File: src/rtl/seq_uart_tx.sv
// Streams every remaining word of a sequential source out as async serial frames (start, W data LSB first, stop).
// Optional feature: define SEQ_UART_TX_PARITY_EN to insert an even-parity bit before the stop bit.
module seq_uart_tx #(
    parameter int unsigned W   = 8,
    parameter int unsigned DIV = 868
) (
    input  logic         clock,
    input  logic         reset,
    input  logic         start,
    output logic         src_get,
    input  logic [W-1:0] src_data,
    input  logic         src_empty,
    output logic         txd,
    output logic         busy,
    output logic         done
);
    localparam int unsigned CW = (DIV > 1) ? $clog2(DIV) : 1;
    localparam int unsigned BW = $clog2(W + 1);

`ifdef SEQ_UART_TX_PARITY_EN
    typedef enum logic [2:0] {IDLE, FETCH, LOAD, START, DATA, PARITY, STOP} state_t;
`else
    typedef enum logic [2:0] {IDLE, FETCH, LOAD, START, DATA, STOP} state_t;
`endif

    state_t        state, state_d;
    logic [W-1:0]  shift_q, shift_d;
    logic [CW-1:0] div_q, div_d;
    logic [BW-1:0] bit_q, bit_d;
    logic          txd_d;
    logic          finish_q, finish_d;
    logic          div_last;
`ifdef SEQ_UART_TX_PARITY_EN
    logic          par_q, par_d;
`endif

    assign div_last = (div_q == CW'(DIV - 1));
    assign busy     = (state != IDLE);
    // Gated by src_empty so a stray strobe can never stall the source.
    assign src_get  = (state == FETCH) && !src_empty;

    // State, datapath and registered outputs
    always_ff @(posedge clock) begin
        if (reset) begin
            state    <= IDLE;
            shift_q  <= '0;
            div_q    <= '0;
            bit_q    <= '0;
            txd      <= 1'b1;
            finish_q <= 1'b0;
            done     <= 1'b0;
`ifdef SEQ_UART_TX_PARITY_EN
            par_q    <= 1'b0;
`endif
        end else begin
            state    <= state_d;
            shift_q  <= shift_d;
            div_q    <= div_d;
            bit_q    <= bit_d;
            txd      <= txd_d;
            finish_q <= finish_d;
            done     <= finish_q;
`ifdef SEQ_UART_TX_PARITY_EN
            par_q    <= par_d;
`endif
        end
    end

    // Next state; txd and done lag the state by one register so the line edge follows the decision
    always_comb begin
        state_d  = state;
        shift_d  = shift_q;
        div_d    = div_q;
        bit_d    = bit_q;
        txd_d    = 1'b1;
        finish_d = 1'b0;
`ifdef SEQ_UART_TX_PARITY_EN
        par_d    = par_q;
`endif
        case (state)
            IDLE: begin
                if (start) begin
                    if (src_empty) finish_d = 1'b1;
                    else           state_d  = FETCH;
                end
            end
            FETCH: state_d = LOAD;
            LOAD: begin
                shift_d = src_data;
`ifdef SEQ_UART_TX_PARITY_EN
                par_d   = ^src_data;
`endif
                div_d   = '0;
                bit_d   = '0;
                state_d = START;
            end
            START: begin
                txd_d = 1'b0;
                div_d = div_q + CW'(1);
                if (div_last) begin
                    div_d   = '0;
                    state_d = DATA;
                end
            end
            DATA: begin
                txd_d = shift_q[0];
                div_d = div_q + CW'(1);
                if (div_last) begin
                    div_d   = '0;
                    shift_d = shift_q >> 1;
                    bit_d   = bit_q + BW'(1);
                    if (bit_q == BW'(W - 1)) begin
                        bit_d   = '0;
`ifdef SEQ_UART_TX_PARITY_EN
                        state_d = PARITY;
`else
                        state_d = STOP;
`endif
                    end
                end
            end
`ifdef SEQ_UART_TX_PARITY_EN
            PARITY: begin
                txd_d = par_q;
                div_d = div_q + CW'(1);
                if (div_last) begin
                    div_d   = '0;
                    state_d = STOP;
                end
            end
`endif
            STOP: begin
                txd_d = 1'b1;
                div_d = div_q + CW'(1);
                if (div_last) begin
                    div_d = '0;
                    if (src_empty) begin
                        state_d  = IDLE;
                        finish_d = 1'b1;
                    end else begin
                        state_d  = FETCH;
                    end
                end
            end
            default: state_d = IDLE;
        endcase
    end
endmodule

File: config.mk
export PLATFORM = sky130hd
export DESIGN_NAME = seq_uart_tx
export DESIGN_NICKNAME = d
export VERILOG_FILES = /design/src/rtl/seq_uart_tx.sv
export SDC_FILE = /design/constraint.sdc
export NUM_CORES = 1
export LEC_CHECK = 0
export ABC_CLOCK_PERIOD_IN_PS = 1800
export BUFFER_PORTS_ARGS = -buffer_cell sky130_fd_sc_hd__buf_2
export CAP_MARGIN = 40
export CORE_MARGIN = 5
export CORE_UTILIZATION = 31
export CTS_CLUSTER_SIZE = 16
export DETAILED_ROUTE_END_ITERATION = 10
export GPL_ROUTABILITY_DRIVEN = 0
export PLACE_DENSITY = 0.6
export REMOVE_ABC_BUFFERS = 1
export SETUP_SLACK_MARGIN = 0.05
export SYNTH_ARGS = -nofsm -noshare
export SYNTH_HDL_FRONTEND = slang
export SYNTH_SLANG_ARGS = --single-unit
File: constraint.sdc
create_clock -name clock -period 1.8 [get_ports clock]
set_clock_uncertainty 0.15 [all_clocks]
set_input_delay 0.09 -clock clock [delete_from_list [all_inputs] [get_ports clock]]
set_output_delay 0.09 -clock clock [all_outputs]
set_load 0.02 [all_outputs]
=== After elaboration in Yosys (flattened, before gate mapping) ===
Cells that the tools add are included.

* Add/subtract/negate cells: 2
* Equality and inequality tests: 13
* Multiplexer cells: 20
* Reductions and logical operators: 9

{| class="wikitable"
|+ Operator list
! operator !! count
|-
| $pmux 10 s2 || 1
|-
| $mux 3 || 6
|-
| $pmux 3 s6 || 1
|-
| $pmux 8 s2 || 1
|-
| $ne 2x2->1 const B || 6
|-
| $add 10x1->10 const B || 1
|-
| $eq 10x10->1 const B || 1
|-
| $mux 10 || 1
|-
| $mux 4 || 2
|-
| $mux 8 || 1
|-
| $pmux 4 s2 || 1
|-
| $eq 3x2->1 const B || 2
|-
| $eq 3x3->1 const B || 2
|-
| $reduce_and 6->1 || 1
|-
| $add 4x1->4 const B || 1
|-
| $eq 4x3->1 const B || 1
|-
| $mux 1 || 4
|-
| $pmux 1 s2 || 2
|-
| $reduce_bool 2->1 || 2
|-
| $eq 3x1->1 const B || 1
|-
| $logic_not 3->1 || 1
|-
| $reduce_bool 3->1 || 1
|-
| $reduce_or 3->1 || 1
|-
| $reduce_and 2->1 || 1
|-
| 2 further kinds || 2
|}

* Bits in registers: 28
* Input bits: 12
* Output and inout bits: 4
* Word-level logic and storage cells: 51

=== Logic depth before layout (Yosys ltp) ===
* Word-level depth: 4
* Gate-level depth with buffers: 7
* Mapped depth without buffers: 5

=== Worst setup path after synthesis ===
No wires, ideal clock.

* Path type: reg-to-reg
* From: register div_q[0]
* To: register shift_q[5]
* Setup time: 91 ps
* Arrival: 1563 ps
* Data required time: 1559 ps
* Setup slack: -4 ps
* Cell stages (with the launch flop): 8
* Buffers on the path: 2
* Clock period less this slack: 1804 ps
* Path through: dfxtp_1 ha_1 and4bb_1 a41o_1 buf_2 buf_4 nor2_1 a311oi_1

* Longest elaborated chain between the ends: 3

{| class="wikitable"
|+ RTL lines
! what !! RTL line !! RTL
|-
| from (decl) || 28 || <nowiki>logic [CW-1:0] div_q, div_d;</nowiki>
|-
| from (signal assigned) || 58 || <nowiki>div_q <= div_d;</nowiki>
|-
| $eq 10x10->1 || 37 || <nowiki>assign div_last = (div_q == CW'(DIV - 1));</nowiki>
|-
| $ne 2x2->1 (no source line) || -- ||
|-
| $reduce_and 2->1 (no source line) || -- ||
|-
| to (signal assigned) || 57 || <nowiki>shift_q <= shift_d;</nowiki>
|-
| to (decl) || 27 || <nowiki>logic [W-1:0] shift_q, shift_d;</nowiki>
|}

Every way passes these cells.
A chain may end at the register's enable or synchronous reset.

=== Worst setup path after layout ===
* From: register div_q[0]
* To: register shift_q[1]

The elaborated chain is that of the path after synthesis.

==> results.tsv <==
stage	metric	value	unit
route	firstDrtPassIters	4	
timing	worst_slew_pin_slew	0.401	ns
cts	clk_pin_slew_worst_paths	0.10	ns
timing	final_hold_viol_count	0	
power_and_ir_drop	power	1.64	mW
route	wl_per_cell	13.0	um
power_and_ir_drop	p_sw	454	uW
power_and_ir_drop	seq_power_share	43.3	%
critical_path	r2r_cells	7	
logic_synthesis	synth_compound_area_share	15.7	%
critical_path	cp_max_fo	8	
cts	cts_buffers	3	
logic_synthesis	ys_seq_area_share	41.1	%
logic_synthesis	syn-cell-area	0.00136	mm2
timing	drv_slew	0	
logic_synthesis	synth_fa_ha_area_share	1.84	%
global_routing	grt.total_usage	10.9	%
global_routing	grt_pass1_wl	5.33	mm
timing	slew-limit-headroom	73.1	%
power_and_ir_drop	ir_drop	308	uV
final_layout	antennaDiodeCount	0	
logic_synthesis	async_reset_ff_share	0	%
route	drc_errors	0	
route	vias	1310	
cts	cts_tree	done	
die	start_util	31.7	%
cts	htree_num_levels	1	
global_routing	grt_antenna_before_repair	0	
logic_synthesis	yosys_warnings	0	
placement	hpwlAfterDp	2.15	mm
critical_path	arrival	1.82	ns
global_routing	grt_max_degree	18	
die	die-width	76.3	um
global_routing	grt-ovfl-total	0	
power_and_ir_drop	p_clk_share	30.6	%
power_and_ir_drop	intPower	1.19	mW
critical_path	cp-start-kind	flip-flop	
logic_synthesis	synth-seq-cells	28	
logic_synthesis	avgSynthCellArea	8.73	um2
status	outcome	finished clean	
logic_synthesis	synth_top_family_by_area	simple AND/OR/NAND/NOR gates	
hold_path	holdPathStages	4	
logic_synthesis	ys_types	44	
cts	cts_buffer_depth	2	
timing	period_share	98.2	%
final_layout	utilization	46.0	%
critical_path	reg2reg_slack	0.03	ns
final_layout	areaGrowthSynthToFinish	45.0	%
final_layout	drive_above_1_share	34.5	%
power_and_ir_drop	p_per_area	831	mW/mm2
power_and_ir_drop	leakage	0.786	nW
timing	fmax	566	MHz
power_and_ir_drop	pwr-share-comb	26.1	%
cts	clockRootBuffer	clkbuf_8	
cts	clock_latency	0.28	ns
logic_synthesis	synth_xor_xnor_area_share	7.07	%
die	die_h	76.3	um
final_layout	fin_nets	215	
logic_synthesis	synthCells	156	
die	coreArea	0.00429	mm2
die	io_pins	16	
global_routing	grt_pass1_vias	1174	
die	die_area	0.00582	mm2
power_and_ir_drop	swShare	27.7	%
hold_path	min_path_type	input port to flip-flop	
critical_path	path_class	flip-flop to flip-flop	
route	drt_iter0_markers	75	
critical_path	required	1.85	ns
route	wl	3.29	mm
critical_path	end_kind	flip-flop	
timing	hold_slack	0.106	ns
logic_synthesis	synth_simple_gate_area_share	30.1	%
timing	setup_viol	0	
route	postRouteAntennaNets	0	
placement	port_buffers	15	
logic_synthesis	synth_edf_count	0	
die	rows	24	
timing	grt_setup_unrepaired	true	
logic_synthesis	synthMuxAreaShare	0.735	%
cts	clock-sinks	28	
route	vias_per_cell	5.20	
logic_synthesis	ys.flop_type	dfxtp_1	
job	maxCapViolations	0	
final_layout	fillCellCount	399	
timing	layout_min_cycle_time	1.77	ns
cell usage after synthesis, types with 2 or more instances:
master	count	area, um2
xor2_1	7	61.3
o22ai_1	2	12.5
o21ai_0	2	10.0
nand2_1	20	75.1
dfxtp_1	28	561
nor3_1	3	15.0
clkbuf_1	4	15.0
and3_1	4	25.0
ha_1	2	25.0
buf_2	4	20.0
a311oi_1	7	61.3
xnor2_1	4	35.0
nor2b_1	2	12.5
nand4_1	7	43.8
a31oi_1	2	12.5
nand3_1	2	10.0
nor2_1	19	71.3
nor4b_1	3	26.3
a21oi_1	5	25.0
a21o_1	3	22.5
nor3b_1	3	22.5
area by class of cell:
class	instances	area [um2]	area share, %
multi-input combinational	118	877	44.4
timing repair buffer	49	393	19.9
tap	52	65.1	3.29
clock buffer	3	41.3	2.09
clock inverter	1	30.0	1.52
inverter	1	3.75	0.190
sequential	28	566	28.6
metal layers:
metal / global-route usage (%) / routed length [um] / vias up
li1: - / - / 660
met1: 14.1 / 1470 / 619
met2: 17.2 / 1630 / 26
met3: 1.77 / 113 / 5
met4: 6.12 / 72 / 0
met5: 0 / 0 / -
registers in the layout (all words and copies together) (netlist names):
name / flops
finish_q: 1
done: 1
state: 3
bit_q: 4
txd: 1
shift_q: 8
div_q: 10
worst max-delay path: stages (launching register included):
cell and delay [ns]:
dfxtp_2 0.36, ha_4 0.13, and4bb_2 0.28, buf_6 0.12
a41o_4 0.23, clkbuf_16 0.16, nor2_4 0.03, a311oi_2 0.23
cell families (layout without fill, tap and decap cells):
group / after synthesis / count (layout)
AOI/OAI and AO/OA: 29 / 29
xor gates and xnor gates: 11 / 11
adders and majority gates: 2 / 2
buffers and inverters: 10 / 54
DFF: 28 / 28
muxes: 1 / 1
and+or+nand+nor: 75 / 75
power groups by stage:
stage / combinational, mW / clock, mW / sequential [mW]
after floorplan: 0.166 / 0 / 0.727
after global placement: 0.319 / 0 / 0.715
after detailed placement: 0.320 / 0 / 0.717
after CTS: 0.353 / 0.515 / 0.705
after global routing: 0.465 / 0.541 / 0.720
final: 0.429 / 0.502 / 0.710
what timing repair did:
action | 4_1_cts | 5_1_grt
hold endpoints to repair | 13 | 0
gates resized for setup | 9 | 20
gates cloned | 0 | 1
hold buffers | 10 | 0
setup buffers | 1 | 1
pin swaps | 4 | 12
endpoints found under the setup margin | 19 | 22
worst paths after layout:
check	from	to
hold reg to reg	finish_q	done
hold / removal	start	finish_q
setup reg to reg	div_q[0]	shift_q[1]
setup / recovery	div_q[0]	shift_q[1]
cells in the final DEF (no fill, tap or decap), types with 2 or more instances in the layout:
| master | instances |
|---|---|
| buf_6 | 2 |
| buf_4 | 20 |
| nor4b_1 | 2 |
| a21o_1 | 3 |
| nand4_1 | 7 |
| a311oi_2 | 5 |
| a21oi_1 | 4 |
| a311oi_1 | 2 |
| clkbuf_8 | 3 |
| a31oi_1 | 2 |
| buf_2 | 15 |
| xnor2_1 | 3 |
| dfxtp_1 | 24 |
| nor2b_1 | 2 |
| dfxtp_2 | 4 |
| nor3b_2 | 2 |
| nor2_1 | 17 |
| nor3_1 | 3 |
| o22ai_1 | 2 |
| nor3b_1 | 2 |
| nand2_1 | 20 |
| o21ai_0 | 2 |
| nor4b_2 | 2 |
| nand3_1 | 2 |
| dlygate4sd3_1 | 10 |
| and3_1 | 3 |
| xor2_1 | 7 |
through the flow:
step                      setup WS [ns]  setup TNS [ns]  std cells  instance area, um2
after floorplan                  -0.524           -5.40        147                1320
after global placement          0.00191               0        235                1630
after detailed placement        -0.0258         -0.0911        235                1630
after CTS                        0.0243               0        250                1850
after global routing           -0.00511        -0.00511        252                1980
final                            0.0327               0        252                1980
No activity file was read; power rests on OpenSTA's default activity.
